--- src/rtl/world_pkg.sv ---
// Shared definitions for the pipe-cleaning world.
// Contents: cell codes, map geometry, robot orientation codes, the write-FSM
// state type, and helpers for map addressing and cell-code legality.
package world_pkg;

  typedef enum logic [2:0] {
    CELL_EMPTY   = 3'd0,
    CELL_WALL    = 3'd1,
    CELL_BARRIER = 3'd2,
    CELL_TRASH   = 3'd7
  } cell_t;

  typedef enum logic [1:0] {
    ORIENT_NORTH = 2'd0,
    ORIENT_SOUTH = 2'd1,
    ORIENT_EAST  = 2'd2,
    ORIENT_WEST  = 2'd3
  } orient_t;

  typedef enum logic [1:0] {
    WR_IDLE = 2'd0,
    WR_REQ  = 2'd1,
    WR_DONE = 2'd2
  } wr_state_t;

  localparam int MAP_ROWS = 10;
  localparam int MAP_COLS = 20;

  // Linear map address row*20 + col. The product is formed in 8 bits
  // because the largest address (10*20 + 20 = 220) does not fit in 6.
  function automatic logic [7:0] map_addr(input logic [5:0] row, input logic [5:0] col);
    logic [7:0] row8;
    logic [7:0] col8;
    row8 = {2'b00, row};
    col8 = {2'b00, col};
    return row8 * 8'(MAP_COLS) + col8;
  endfunction

  // Only empty, wall, barrier and trash may be written by the operator.
  function automatic logic is_legal_cell(input logic [2:0] code);
    logic legal;
    legal = 1'b0;
    case (code)
      CELL_EMPTY, CELL_WALL, CELL_BARRIER, CELL_TRASH: legal = 1'b1;
      default: legal = 1'b0;
    endcase
    return legal;
  endfunction

endpackage

--- src/rtl/remote_controller_if.sv ---
// Map write port shared between the operator front-end and trash removal.
// The requester holds req/addr/data stable until the map owner answers with
// a single-cycle ack.
interface remote_controller_if;
  logic       map_wr_req;
  logic [7:0] map_wr_addr;
  logic [2:0] map_wr_data;
  logic       map_wr_ack;

  modport master (output map_wr_req, map_wr_addr, map_wr_data, input map_wr_ack);
  modport slave  (input map_wr_req, map_wr_addr, map_wr_data, output map_wr_ack);
endinterface

--- src/rtl/input_debouncer.sv ---
// Button conditioner: 2-FF synchronizer, stability counter and rise pulse.
// A new level is accepted only after the synchronized input has differed
// from the accepted level for DEBOUNCE_CYCLES consecutive cycles; a
// one-cycle pulse marks each accepted low-to-high change. From a clean
// press the pulse appears 2 + DEBOUNCE_CYCLES cycles later.
module input_debouncer #(
  parameter int DEBOUNCE_CYCLES = 250000
) (
  input  logic clock_50,
  input  logic reset_key,
  input  logic btn_raw,
  output logic btn_level,
  output logic btn_rise
);

  localparam int CNT_W = $clog2(DEBOUNCE_CYCLES + 1);

  logic             sync_q1;
  logic             sync_q2;
  logic [CNT_W-1:0] stable_cnt;

  // Bring the asynchronous button into the clock_50 domain.
  always_ff @(posedge clock_50 or negedge reset_key) begin
    if (!reset_key) begin
      sync_q1 <= 1'b0;
      sync_q2 <= 1'b0;
    end else begin
      sync_q1 <= btn_raw;
      sync_q2 <= sync_q1;
    end
  end

  // Accept a new level once it has persisted long enough; pulse on rises.
  always_ff @(posedge clock_50 or negedge reset_key) begin
    if (!reset_key) begin
      stable_cnt <= '0;
      btn_level  <= 1'b0;
      btn_rise   <= 1'b0;
    end else begin
      btn_rise <= 1'b0;
      if (sync_q2 == btn_level) begin
        stable_cnt <= '0;
      end else if (stable_cnt == CNT_W'(DEBOUNCE_CYCLES - 1)) begin
        stable_cnt <= '0;
        btn_level  <= sync_q2;
        btn_rise   <= sync_q2;
      end else begin
        stable_cnt <= stable_cnt + CNT_W'(1);
      end
    end
  end

endmodule

--- src/rtl/remote_controller.sv ---
// Operator front-end for the pipe-cleaning world.
// Converts buttons into cursor moves and single-cell map writes, and gates
// the robot step clock (free-run, single-step or paused). Map writes use a
// req/ack handshake because trash removal shares the same write port.
// Optional build macro REMOTE_AUTOREPEAT_EN: a held direction button repeats
// its move every REPEAT_CYCLES; without it each press moves exactly once.
module remote_controller #(
  parameter int ROWS            = 10,
  parameter int COLS            = 20,
  parameter int DEBOUNCE_CYCLES = 250000,
  parameter int STEP_PERIOD     = 25000000,
  parameter int REPEAT_CYCLES   = 12500000
) (
  input  logic                clock_50,
  input  logic                reset_key,
  input  logic                btn_up,
  input  logic                btn_down,
  input  logic                btn_left,
  input  logic                btn_right,
  input  logic                btn_place,
  input  logic                btn_step,
  input  logic [2:0]          cmd_value,
  input  logic                cmd_run,
  output logic [5:0]          cursor_row,
  output logic [5:0]          cursor_col,
  remote_controller_if.master map,
  output logic                robot_tick,
  output logic                busy
);

  import world_pkg::*;

  localparam logic [5:0] ROW_MAX = 6'(ROWS);
  localparam logic [5:0] COL_MAX = 6'(COLS);
  localparam int         STEP_W  = $clog2(STEP_PERIOD + 1);

  // Button order: 0 up, 1 down, 2 left, 3 right, 4 place, 5 step.
  logic [5:0] raw_btn;
  logic [5:0] btn_level;
  logic [5:0] btn_rise;
  logic       unused_levels;

  logic [3:0] move_pulse;

  wr_state_t  state_q;
  wr_state_t  state_d;
  logic       place_ok;
  logic       load_wr;

  logic [STEP_W-1:0] period_cnt;
  logic              period_wrap;
  logic              tick_req;
  logic              pending_tick;

  assign raw_btn       = {btn_step, btn_place, btn_right, btn_left, btn_down, btn_up};
  assign unused_levels = ^btn_level;

  for (genvar i = 0; i < 6; i++) begin : g_debounce
    input_debouncer #(
      .DEBOUNCE_CYCLES (DEBOUNCE_CYCLES)
    ) u_debounce (
      .clock_50  (clock_50),
      .reset_key (reset_key),
      .btn_raw   (raw_btn[i]),
      .btn_level (btn_level[i]),
      .btn_rise  (btn_rise[i])
    );
  end

`ifdef REMOTE_AUTOREPEAT_EN
  localparam int REP_W = $clog2(REPEAT_CYCLES + 1);

  logic [REP_W-1:0] repeat_cnt [4];
  logic [3:0]       repeat_pulse;

  // While a direction stays held, emit an extra move every REPEAT_CYCLES.
  always_ff @(posedge clock_50 or negedge reset_key) begin
    if (!reset_key) begin
      for (int d = 0; d < 4; d++) begin
        repeat_cnt[d] <= '0;
      end
      repeat_pulse <= '0;
    end else begin
      for (int d = 0; d < 4; d++) begin
        repeat_pulse[d] <= 1'b0;
        if (!btn_level[d]) begin
          repeat_cnt[d] <= '0;
        end else if (repeat_cnt[d] == REP_W'(REPEAT_CYCLES - 1)) begin
          repeat_cnt[d]   <= '0;
          repeat_pulse[d] <= 1'b1;
        end else begin
          repeat_cnt[d] <= repeat_cnt[d] + REP_W'(1);
        end
      end
    end
  end

  assign move_pulse = btn_rise[3:0] | repeat_pulse;
`else
  localparam int unused_repeat_cycles = REPEAT_CYCLES;

  assign move_pulse = btn_rise[3:0];
`endif

  // Apply the highest-priority move, saturating at the map edges; the
  // cursor is frozen while a write is in flight so the latched address
  // always matches what the operator sees.
  always_ff @(posedge clock_50 or negedge reset_key) begin
    if (!reset_key) begin
      cursor_row <= 6'd1;
      cursor_col <= 6'd1;
    end else if (!busy) begin
      if (move_pulse[0]) begin
        if (cursor_row > 6'd1) cursor_row <= cursor_row - 6'd1;
      end else if (move_pulse[1]) begin
        if (cursor_row < ROW_MAX) cursor_row <= cursor_row + 6'd1;
      end else if (move_pulse[2]) begin
        if (cursor_col > 6'd1) cursor_col <= cursor_col - 6'd1;
      end else if (move_pulse[3]) begin
        if (cursor_col < COL_MAX) cursor_col <= cursor_col + 6'd1;
      end
    end
  end

  assign place_ok = btn_rise[4] && is_legal_cell(cmd_value);

  // Write FSM state register.
  always_ff @(posedge clock_50 or negedge reset_key) begin
    if (!reset_key) begin
      state_q <= WR_IDLE;
    end else begin
      state_q <= state_d;
    end
  end

  // Write FSM next state plus handshake, busy and tick issue. A tick only
  // leaves in IDLE on a cycle that is not starting a write, so a write and
  // a tick never go out together.
  always_comb begin
    state_d        = state_q;
    load_wr        = 1'b0;
    busy           = 1'b1;
    map.map_wr_req = 1'b0;
    robot_tick     = 1'b0;
    unique case (state_q)
      WR_IDLE: begin
        busy = 1'b0;
        if (place_ok) begin
          state_d = WR_REQ;
          load_wr = 1'b1;
        end else begin
          robot_tick = tick_req || pending_tick;
        end
      end
      WR_REQ: begin
        map.map_wr_req = 1'b1;
        if (map.map_wr_ack) state_d = WR_DONE;
      end
      WR_DONE: begin
        state_d = WR_IDLE;
      end
      default: begin
        state_d = WR_IDLE;
      end
    endcase
  end

  // Latch the target cell and code when a write starts; held through REQ.
  always_ff @(posedge clock_50 or negedge reset_key) begin
    if (!reset_key) begin
      map.map_wr_addr <= '0;
      map.map_wr_data <= '0;
    end else if (load_wr) begin
      map.map_wr_addr <= map_addr(cursor_row, cursor_col);
      map.map_wr_data <= cmd_value;
    end
  end

  // cmd_run is a quasi-static slide switch and is used without resampling.
  assign period_wrap = cmd_run && (period_cnt == STEP_W'(STEP_PERIOD - 1));
  assign tick_req    = period_wrap || (!cmd_run && btn_rise[5]);

  // Free-run period counter; parked at zero while paused.
  always_ff @(posedge clock_50 or negedge reset_key) begin
    if (!reset_key) begin
      period_cnt <= '0;
    end else if (!cmd_run || period_wrap) begin
      period_cnt <= '0;
    end else begin
      period_cnt <= period_cnt + STEP_W'(1);
    end
  end

  // Remember at most one tick that could not be issued yet.
  always_ff @(posedge clock_50 or negedge reset_key) begin
    if (!reset_key) begin
      pending_tick <= 1'b0;
    end else begin
      pending_tick <= (tick_req || pending_tick) && !robot_tick;
    end
  end

endmodule

--- src/flat_wrapper.sv ---
// flat-port wrapper written by rule: the top's interface ports become plain ports
module remote_controller_flat import world_pkg::*;
#(
  parameter int ROWS            = 10,
  parameter int COLS            = 20,
  parameter int DEBOUNCE_CYCLES = 250000,
  parameter int STEP_PERIOD     = 25000000,
  parameter int REPEAT_CYCLES   = 12500000
)
  (clock_50, reset_key, btn_up, btn_down, btn_left, btn_right, btn_place, btn_step, cmd_value, cmd_run, cursor_row, cursor_col, robot_tick, busy, map_map_wr_req, map_map_wr_addr, map_map_wr_data, map_map_wr_ack);
  remote_controller_if map_i ();
  input  logic clock_50;
  input  logic reset_key;
  input  logic btn_up;
  input  logic btn_down;
  input  logic btn_left;
  input  logic btn_right;
  input  logic btn_place;
  input  logic btn_step;
  input  logic [2:0] cmd_value;
  input  logic cmd_run;
  output logic [5:0] cursor_row;
  output logic [5:0] cursor_col;
  output logic robot_tick;
  output logic busy;
  output wire logic [$bits(map_i.map_wr_req)-1:0] map_map_wr_req;
  output wire logic [$bits(map_i.map_wr_addr)-1:0] map_map_wr_addr;
  output wire logic [$bits(map_i.map_wr_data)-1:0] map_map_wr_data;
  input wire logic [$bits(map_i.map_wr_ack)-1:0] map_map_wr_ack;
  assign map_map_wr_req = map_i.map_wr_req;
  assign map_map_wr_addr = map_i.map_wr_addr;
  assign map_map_wr_data = map_i.map_wr_data;
  assign map_i.map_wr_ack = map_map_wr_ack;
  remote_controller #(.ROWS(ROWS), .COLS(COLS), .DEBOUNCE_CYCLES(DEBOUNCE_CYCLES), .STEP_PERIOD(STEP_PERIOD), .REPEAT_CYCLES(REPEAT_CYCLES)) u_core (.clock_50(clock_50), .reset_key(reset_key), .btn_up(btn_up), .btn_down(btn_down), .btn_left(btn_left), .btn_right(btn_right), .btn_place(btn_place), .btn_step(btn_step), .cmd_value(cmd_value), .cmd_run(cmd_run), .cursor_row(cursor_row), .cursor_col(cursor_col), .map(map_i), .robot_tick(robot_tick), .busy(busy));
endmodule
--- config.mk ---
export PLATFORM = sky130hd
export DESIGN_NAME = remote_controller_flat
export DESIGN_NICKNAME = d
export VERILOG_FILES = /design/src/rtl/world_pkg.sv /design/src/rtl/remote_controller_if.sv /design/src/rtl/input_debouncer.sv /design/src/rtl/remote_controller.sv /design/src/flat_wrapper.sv
export SDC_FILE = /design/constraint.sdc
export NUM_CORES = 1
export LEC_CHECK = 0
export ABC_CLOCK_PERIOD_IN_PS = 3000
export CAP_MARGIN = 20
export CORE_ASPECT_RATIO = 0.8
export CORE_MARGIN = 2
export CORE_UTILIZATION = 40
export DETAILED_ROUTE_END_ITERATION = 10
export PLACE_DENSITY = 0.65
export SKIP_LAST_GASP = 1
export SLEW_MARGIN = 10
export SYNTH_ARGS = -nofsm -noshare
export SYNTH_HDL_FRONTEND = slang
export SYNTH_HIERARCHICAL = 1
export SYNTH_SLANG_ARGS = --single-unit
--- constraint.sdc ---
create_clock -name clock_50 -period 3 [get_ports clock_50]
set_clock_uncertainty 0.1 [all_clocks]
set_input_delay 0.75 -clock clock_50 [delete_from_list [all_inputs] [get_ports clock_50]]
set_output_delay 0.75 -clock clock_50 [all_outputs]
set_load 0.05 [all_outputs]
[Yosys cells after proc, flatten, opt, wreduce, memory -nomap -nowiden]
Cells that the tools add are included.
Cells by class
  $lt $le $gt $ge: 4
  reductions and logical operators: 25
  muxes and demuxes: 43
  equal/unequal tests: 21
  multipliers: 1
  bitwise gates (word level): 8
  add/subtract/negate cells: 12
Operator list (count)
  2-to-1 mux 18 bit: 12
  adder 18 x 1 -> 18 bit (second input constant): 6
  == test 18 bit (second input constant): 6
  2-to-1 mux 6 bit: 8
  adder 25 x 1 -> 25 bit (second input constant): 1
  == test 25 bit (second input constant): 1
  2-to-1 mux 25 bit: 1
  2-to-1 mux 1 bit: 19
  AND reduction 2 bit: 7
  adder 6 x 1 -> 6 bit (second input constant): 2
  greater-than comparator 6 x 1 -> 1 bit (second input constant): 2
  subtractor 6 x 1 -> 6 bit (second input constant): 2
  adder 8 x 6 -> 8 bit: 1
  inverter 1 bit: 8
  nonzero test 2 bit: 4
  == test 1 bit: 6
  less-than comparator 6 x 4 -> 1 bit (second input constant): 1
  less-than comparator 6 x 5 -> 1 bit (second input constant): 1
  multiplier 6 x 3 -> 6 bit (second input constant): 1
  != test 2 x 1 -> 1 bit (second input constant): 3
  AND reduction 6 bit: 1
  logical AND 1 bit: 4
  2-to-1 mux 2 bit: 2
  one-hot mux 2 bit (2 select lines): 1
  other kinds (11): 14
Word-level totals
  input port bits: 13
  flip-flop bits (word level): 183
  logic and storage cells: 151
  output and inout port bits: 26

[Depth between registers and ports, before layout]
Gate-level depths: netlist (run 1).
  depth in word-level cells: 8
  gate-level depth with buffers: 7
  depth with buffers taken out: 7

[By module]
The synthesis (run 1) kept the hierarchy.
By module, submodules not included
  input_debouncer (u_core.g_debounce[0].u_debounce ...): cells an instance 100, seq. area each 550.5 µm², area each 1059.8 µm², instances 5
  remote_controller: cells an instance 287, seq. area each 1278.7 µm², area each 2909.0 µm², instances 1
  input_debouncer (u_core.g_debounce[4].u_debounce): cells an instance 99, seq. area each 550.5 µm², area each 1036.0 µm², instances 1

[Worst setup path before layout (run 1)]
OpenSTA, ideal clock, no wires.
  kind: register to output
  start: register u_core.period_cnt[0]
  end: output robot_tick
  stages on the path, launching flop included: 7
  setup slack: 0.011 ns
  arrival time: 2.139 ns
  path buffers: 1
  required time: 2.150 ns
  path through: dfrtp_1 > ha_1 > and4_2 > buf_2 > nand2_1 > o41a_1 > nor2_1
Between the ends
  longest elaborated chain between the ends: 6
RTL lines
  start: declaration: line remote_controller.sv:50  | logic [STEP_W-1:0] period_cnt;
  start signal: assignment: line remote_controller.sv:190  | period_cnt <= period_cnt + STEP_W'(1);
  == test 25 bit: line remote_controller.sv:180  | assign period_wrap = cmd_run && (period_cnt == STEP_W'(STEP_PERIOD - 1));
  logical AND 1 bit: line remote_controller.sv:180
  logical OR 1 bit: line remote_controller.sv:181  | assign tick_req = period_wrap || (!cmd_run && btn_rise[5]);
  logical OR 1 bit: line remote_controller.sv:152  | robot_tick = tick_req || pending_tick;
  2-to-1 mux 1 bit: line remote_controller.sv:148  | if (place_ok) begin
  2-to-1 mux 1 bit: line remote_controller.sv:145  | unique case (state_q)
  end: declaration: line flat_wrapper.sv:24  | output logic robot_tick;
Every way passes these cells.

[Worst setup path after layout (run 1)]
  start: register u_core.period_cnt[1]
  end: output robot_tick
The elaborated chain is that of the path after synthesis.

==> flow_metrics.py, run 1 <==
metrics = {
    "status": {
        "status": "finished clean",
    },
    "floorplan": {
        "die_h_um": 140,
        "core_um2": 22600,
        "die_x_um": 174,
        "rows": 49,
        "die_area_um2": 24300,
        "io_pins": 39,
        "initial_utilization": 0.410,
    },
    "pwr": {
        "peakVddDrop_v": 0.000376,
        "p_seq_frac": 0.514,
        "p_clk_frac": 0.450,
        "p_sw_frac": 0.239,
        "combPwrFrac": 0.036,
        "power_uw": 4920,
        "p_switching_uw": 1170,
        "cell_internal_pwr_uw": 3750,
        "p_leak_uw": 0.00440,
        "powerDensity_nw_per_um2": 461,
    },
    "setup_path": {
        "worstPathArrival_ps": 2080,
        "required_ps": 2150,
        "cp-start-kind": "flop",
        "cp_max_fo": 3,
        "cp-end-kind": "primary output",
        "crit_type": "reg -> out",
    },
    "sta": {
        "worst_pin_slew_ps": 595,
        "hold_slack_ps": 231,
        "setup_violations": 0,
        "fin_crit_ps": 2930,
        "setup_tns_ps": 0,
        "hold_viol_final": 0,
        "rsz0062_at_grt": "true",
        "drv_slew": 0,
        "slew_headroom": 0.602,
        "clock.fmax_mhz": 341,
        "finalCritPeriodShare": 0.977,
    },
    "routing": {
        "vias_per_cell": 5.21,
        "drt_first_pass_iters": 4,
        "routedWlPerCell_um": 14.5,
        "drtIter0Drc": 353,
        "via_count": 6558,
        "antenna_left": 0,
        "drc": 0,
        "wl_mm": 18.3,
    },
    "clock_tree": {
        "cts_buffers": 17,
        "cts_sinks": 183,
        "htree_levels": 4,
        "cts_tree": "built",
        "hold_buffers": 0,
        "cts.clk_slew.worst_paths_ps": 70,
        "root_buffer": "clkbuf_16",
        "clock_latency_ps": 430,
        "clk_path_buf_depth": 2,
    },
    "yosys": {
        "yosysSeqAreaShare": 0.496,
        "synth_area_per_cell_um2": 10.4,
        "synth.most_common_cell": "dfrtp_1",
        "yosysTopAreaCellShare": 0.490,
        "ys_types": 58,
        "synth_seq_cells": 183,
        "synthTopCellsByArea": "dfrtp_1 49%, xnor2_1 6.6%, nor2_1 5.0%",
        "ys_warn_count": 6,
        "async_flop_share": 1.00,
        "synth_top_area_cell": "dfrtp_1",
        "synthCells": 886,
        "synthTopCellsByCount": "181 x dfrtp_1, 123 x nor2_1, 70 x xnor2_1",
        "syn_nets": 922,
        "synthFlopType": "dfrtp_1",
        "synth_edf_count": 0,
        "syn_area_um2": 9240,
    },
    "cells_and_area": {
        "regArea_um2": 4580,
        "diodes": 0,
        "syn2layout_area_growth_pct": 15.6,
        "multi_input_area_um2": 4520,
        "fin_cells": 1259,
        "nNetsFinal": 976,
        "drive_gt1_frac": 0.118,
        "fill_cells": 2117,
    },
    "min_path": {
        "hold_path.class": "in -> async",
    },
    "global_route": {
        "grt_max_degree": 69,
        "overflow": 0,
        "grt_pass1_vias": 6359,
        "grtUsageTotal": 0.157,
        "grt_pass1_wl_mm": 31.6,
        "antenna_found_initial": 0,
    },
    "placed_design": {
        "placed_cells": 1224,
        "dp_hpwl_mm": 12.6,
        "portBuffers": 38,
        "gp_congestion": 0.772,
    },
    "run": {
        "cap_violations": 0,
    },
}
## registers in the layout, summed over array words and instances (netlist names)
register,cells
u_core/g_debounce.u_debounce/stable_cnt,108
u_core/period_cnt,25
u_core/map.map_wr_addr,8
u_core/cursor_col,6
u_core/cursor_row,6
u_core/g_debounce.u_debounce/btn_level,6
u_core/g_debounce.u_debounce/btn_rise,6
u_core/g_debounce.u_debounce/sync_q1,6
u_core/g_debounce.u_debounce/sync_q2,6
u_core/map.map_wr_data,3
u_core/state_q,2
u_core/pending_tick,1
## power groups by stage
stage / clock network (µW) / registers [µW] / logic [µW]
2_1_floorplan: 0 / 2570 / 77.2
3_3_place_gp: 0 / 2580 / 177
3_5_place_dp: 0 / 2580 / 178
4_1_cts: 2290 / 2530 / 180
5_1_grt: 2380 / 2530 / 203
6_report: 2220 / 2530 / 175
## cells by family after synthesis
| family | count (synthesis) | synth area share |
|---|---|---|
| multiplexers | 15 | 0.0200 |
| buffers and inverters | 38 | 0.0196 |
| XOR/XNOR | 119 | 0.113 |
| AND/OR/NAND/NOR | 417 | 0.247 |
| AO/OA/AOI/OAI | 91 | 0.0723 |
| flip-flops | 183 | 0.496 |
| adder cells (fa/ha/maj) | 23 | 0.0328 |
## final cells by class
type                            count  area share
Clock buffer                       18      0.0402
Clock inverter                     14      0.0142
Inverter                           17     0.00597
Multi-Input combinational cell    665       0.423
Sequential cell                   183       0.429
Tap cell                          306      0.0358
Timing Repair Buffer               56      0.0519
## routing by layer
layer / part of all wire / GRT usage
met4: 0.0085 / 0.0363
met1: 0.52 / 0.229
met2: 0.45 / 0.240
met3: 0.020 / 0.0361
met5: 0 / 0
## worst max-delay path, cell delays in order (launching register included)
cell	delay (ps)
dfrtp_1	410
ha_4	160
and4_4	260
nand2_4	70
o41a_1	430
nor2_2	180
buf_12	150
## through the flow
stage          setup WS [ps]  instance area, µm²  utilization
5_1_grt                -15.8               10700        0.474
2_1_floorplan           10.7                9240            -
4_1_cts                 13.2               10600        0.472
3_5_place_dp            56.5               10000        0.445
3_3_place_gp            42.3               10000        0.445
6_report                69.3               10700        0.474
## final timing paths
check / end / cells after the start / slack, ps / from
worst min register to register: u_core/g_debounce[2].u_debounce/sync_q2$_DFF_PN0_ / 0 / 250 / u_core/g_debounce[2].u_debounce/sync_q1$_DFF_PN0_
worst max-delay path: robot_tick / 6 / 70 / u_core/period_cnt[1]$_DFF_PN0_
worst min-delay path: u_core/g_debounce[5].u_debounce/stable_cnt[9]$_DFF_PN0_ / 1 / 230 / reset_key
min in group clock_50: u_core/g_debounce[2].u_debounce/sync_q2$_DFF_PN0_ / 0 / 250 / u_core/g_debounce[2].u_debounce/sync_q1$_DFF_PN0_
worst max register to register: u_core/map.map_wr_addr[7]$_DFFE_PN0P_ / 7 / 610 / u_core/cursor_row[1]$_DFFE_PN0P_
max in group asynchronous: u_core/cursor_row[0]$_DFFE_PN1P_ / 2 / 1860 / reset_key
## timing repair
item                       CTS  global route
setup endpoints to repair    1             1
gates resized for setup      5             4
pin swaps                    3             3
buffers inserted             1             2
## layout by cell type (no fill, tap or decap), types with 3 or more instances in the layout
cell and n:
inv_1 17, nand2b_2 5, buf_4 16, nand2_1 47, dfrtp_1 181, o31ai_1 7
clkbuf_16 17, xnor2_1 70, and2_1 3, xor2_1 49, nand3_2 8, buf_12 3
nor2_1 122, or4_1 17, and3_2 5, nor3_1 21, or4_4 11, and4_1 8
and3_1 9, inv_6 5, nor3b_1 6, nand4_1 43, mux2_2 8, o41ai_4 6
clkdlybuf4s50_1 36, nor2b_1 3, or3_1 13, ha_1 20, nand3_1 46, o21ai_0 32
a31oi_1 4, a21oi_1 30, mux2_4 5, inv_8 4, nor4_1 33
Power figures use the tool's default switching activity.
==> inputs of run 2 (changes only) <==
--- a/config.mk
+++ b/config.mk
@@ -9,9 +9,9 @@
 export CAP_MARGIN = 20
 export CORE_ASPECT_RATIO = 0.8
 export CORE_MARGIN = 2
-export CORE_UTILIZATION = 40
+export CORE_UTILIZATION = 61
 export DETAILED_ROUTE_END_ITERATION = 10
-export PLACE_DENSITY = 0.65
+export PLACE_DENSITY = 0.89
 export SKIP_LAST_GASP = 1
 export SLEW_MARGIN = 10
 export SYNTH_ARGS = -nofsm -noshare
==> flow_metrics.py, run 2 (same netlist as run 1, synthesis figures left out) <==
metrics = {
    "clock_tree": {
        "root_buffer": "clkbuf_16",
        "clock_latency_ps": 430,
        "cts.clk_slew.worst_paths_ps": 70,
        "cts_tree": "built",
        "cts_buffers": 17,
        "htree_levels": 4,
        "cts_sinks": 183,
        "clk_path_buf_depth": 2,
        "hold_buffers": 0,
    },
    "routing": {
        "wl_mm": 18.5,
        "drt_first_pass_iters": 5,
        "via_count": 6801,
        "vias_per_cell": 5.97,
        "drc": 0,
        "routedWlPerCell_um": 16.2,
        "antenna_left": 0,
        "drtIter0Drc": 518,
    },
    "sta": {
        "clock.fmax_mhz": 339,
        "fin_crit_ps": 2950,
        "finalCritPeriodShare": 0.984,
        "setup_tns_ps": 0,
        "slew_headroom": 0.496,
        "drv_slew": 0,
        "hold_viol_final": 0,
        "rsz0062_at_grt": "true",
        "setup_violations": 0,
        "worst_pin_slew_ps": 748,
    },
    "floorplan": {
        "core_um2": 14900,
        "die_area_um2": 16200,
        "die_x_um": 142,
        "die_h_um": 114,
        "rows": 40,
        "io_pins": 39,
        "initial_utilization": 0.620,
    },
    "setup_path": {
        "reg2reg_from": "u_core/cursor_row[3]$_DFFE_PN0P_",
        "startpoint": "u_core/period_cnt[1]$_DFF_PN0_",
        "cp_max_fo": 6,
        "cp-end-kind": "primary output",
        "ff2ff_setup_slack_ps": 500,
        "worstPathArrival_ps": 2100,
        "crit_type": "reg -> out",
        "cp-start-kind": "flop",
        "required_ps": 2150,
        "worstRegToRegCells": 7,
    },
    "cells_and_area": {
        "fill_cells": 1044,
        "layout_commonest_cell": "dfrtp_1",
        "nNetsFinal": 973,
        "regArea_um2": 4580,
        "multi_input_area_um2": 4500,
        "largest_reg_flops": 108,
        "regMostFlops": "u_core/g_debounce.u_debounce/stable_cnt",
        "layout_common_cells": "181 x dfrtp_1, 122 x nor2_1, 70 x xnor2_1, 49 x xor2_1, 47 x nand2_1",
        "diodes": 0,
        "reg_top3": "u_core/g_debounce.u_debounce/stable_cnt x108, u_core/period_cnt x25, u_core/map.map_wr_addr x8",
        "syn2layout_area_growth_pct": 13.8,
        "drive_gt1_frac": 0.115,
    },
    "pwr": {
        "power_uw": 4970,
        "peakVddDrop_v": 0.000413,
        "powerDensity_nw_per_um2": 472,
        "p_leak_uw": 0.00438,
    },
    "global_route": {
        "grt_pass1_wl_mm": 32.3,
        "grt_pass1_vias": 6582,
        "grtUsageTotal": 0.250,
        "antenna_found_initial": 0,
        "grt_max_degree": 61,
        "overflow": 0,
    },
    "min_path": {
        "hold_path.class": "in -> async",
    },
    "placed_design": {
        "gp_congestion": 0.846,
        "portBuffers": 38,
        "dp_hpwl_mm": 12.7,
    },
    "status": {
        "status": "finished clean",
    },
    "run": {
        "cap_violations": 0,
    },
}
run 2: through the flow:
stage,setup slack [ps],instance area (µm²),util,std cells,hold slack [ps]
floorplan,10.7,9240,-,886,231
global placement,55.4,9880,0.662,1105,233
detailed placement,78.3,9880,0.662,1105,236
CTS,1.89,10500,0.704,1138,203
global route,-28.2,10500,0.705,1139,229
finish,48.0,10500,0.705,1139,189
run 2: worst max-delay path, cell delays in order (launching register included):
cell and delay, ps:
dfrtp_1 370, ha_2 210, and4_4 280, nand2_2 110, o41a_1 390, nor2_2 150
buf_12 150
run 2: area by class of cell:
type,count,area share
clock buffers,17,0.0405
clock inverters,15,0.0170
inverters,17,0.00607
multi-input cells,665,0.428
flip-flops and latches,183,0.436
well taps,189,0.0225
repair buffers,53,0.0503
run 2: where the power goes:
group | total, µW | internal (µW) | switching (µW)
sequential | 2530 | 2500 | 34.1
combinational | 174 | 66.0 | 108
clock | 2260 | 1200 | 1060
run 2: timing repair:
| item | 4_1_cts | 5_1_grt |
|---|---|---|
| pin swaps | 2 | 1 |
| resized for setup | 4 | 2 |
| buffers inserted | 1 | 1 |
| endpoints found under the setup margin | 1 | 1 |
run 2: metal layers:
layer  share of wire  vias up  global-route usage
met5               0        -                   0
met4           0.013        0              0.0740
met3           0.037       21              0.0506
met2            0.48      134               0.393
met1            0.47     3353               0.357
li1                -     3293                   -
run 2: path summary, 6_finish.rpt:
path | endpoint
min in group clock_50 | u_core/g_debounce[2].u_debounce/sync_q2$_DFF_PN0_
max | robot_tick
min | u_core/g_debounce[0].u_debounce/stable_cnt[10]$_DFF_PN0_
max in group asynchronous | u_core/cursor_col[0]$_DFFE_PN1P_
max reg2reg | u_core/map.map_wr_addr[7]$_DFFE_PN0P_
min reg2reg | u_core/g_debounce[2].u_debounce/sync_q2$_DFF_PN0_
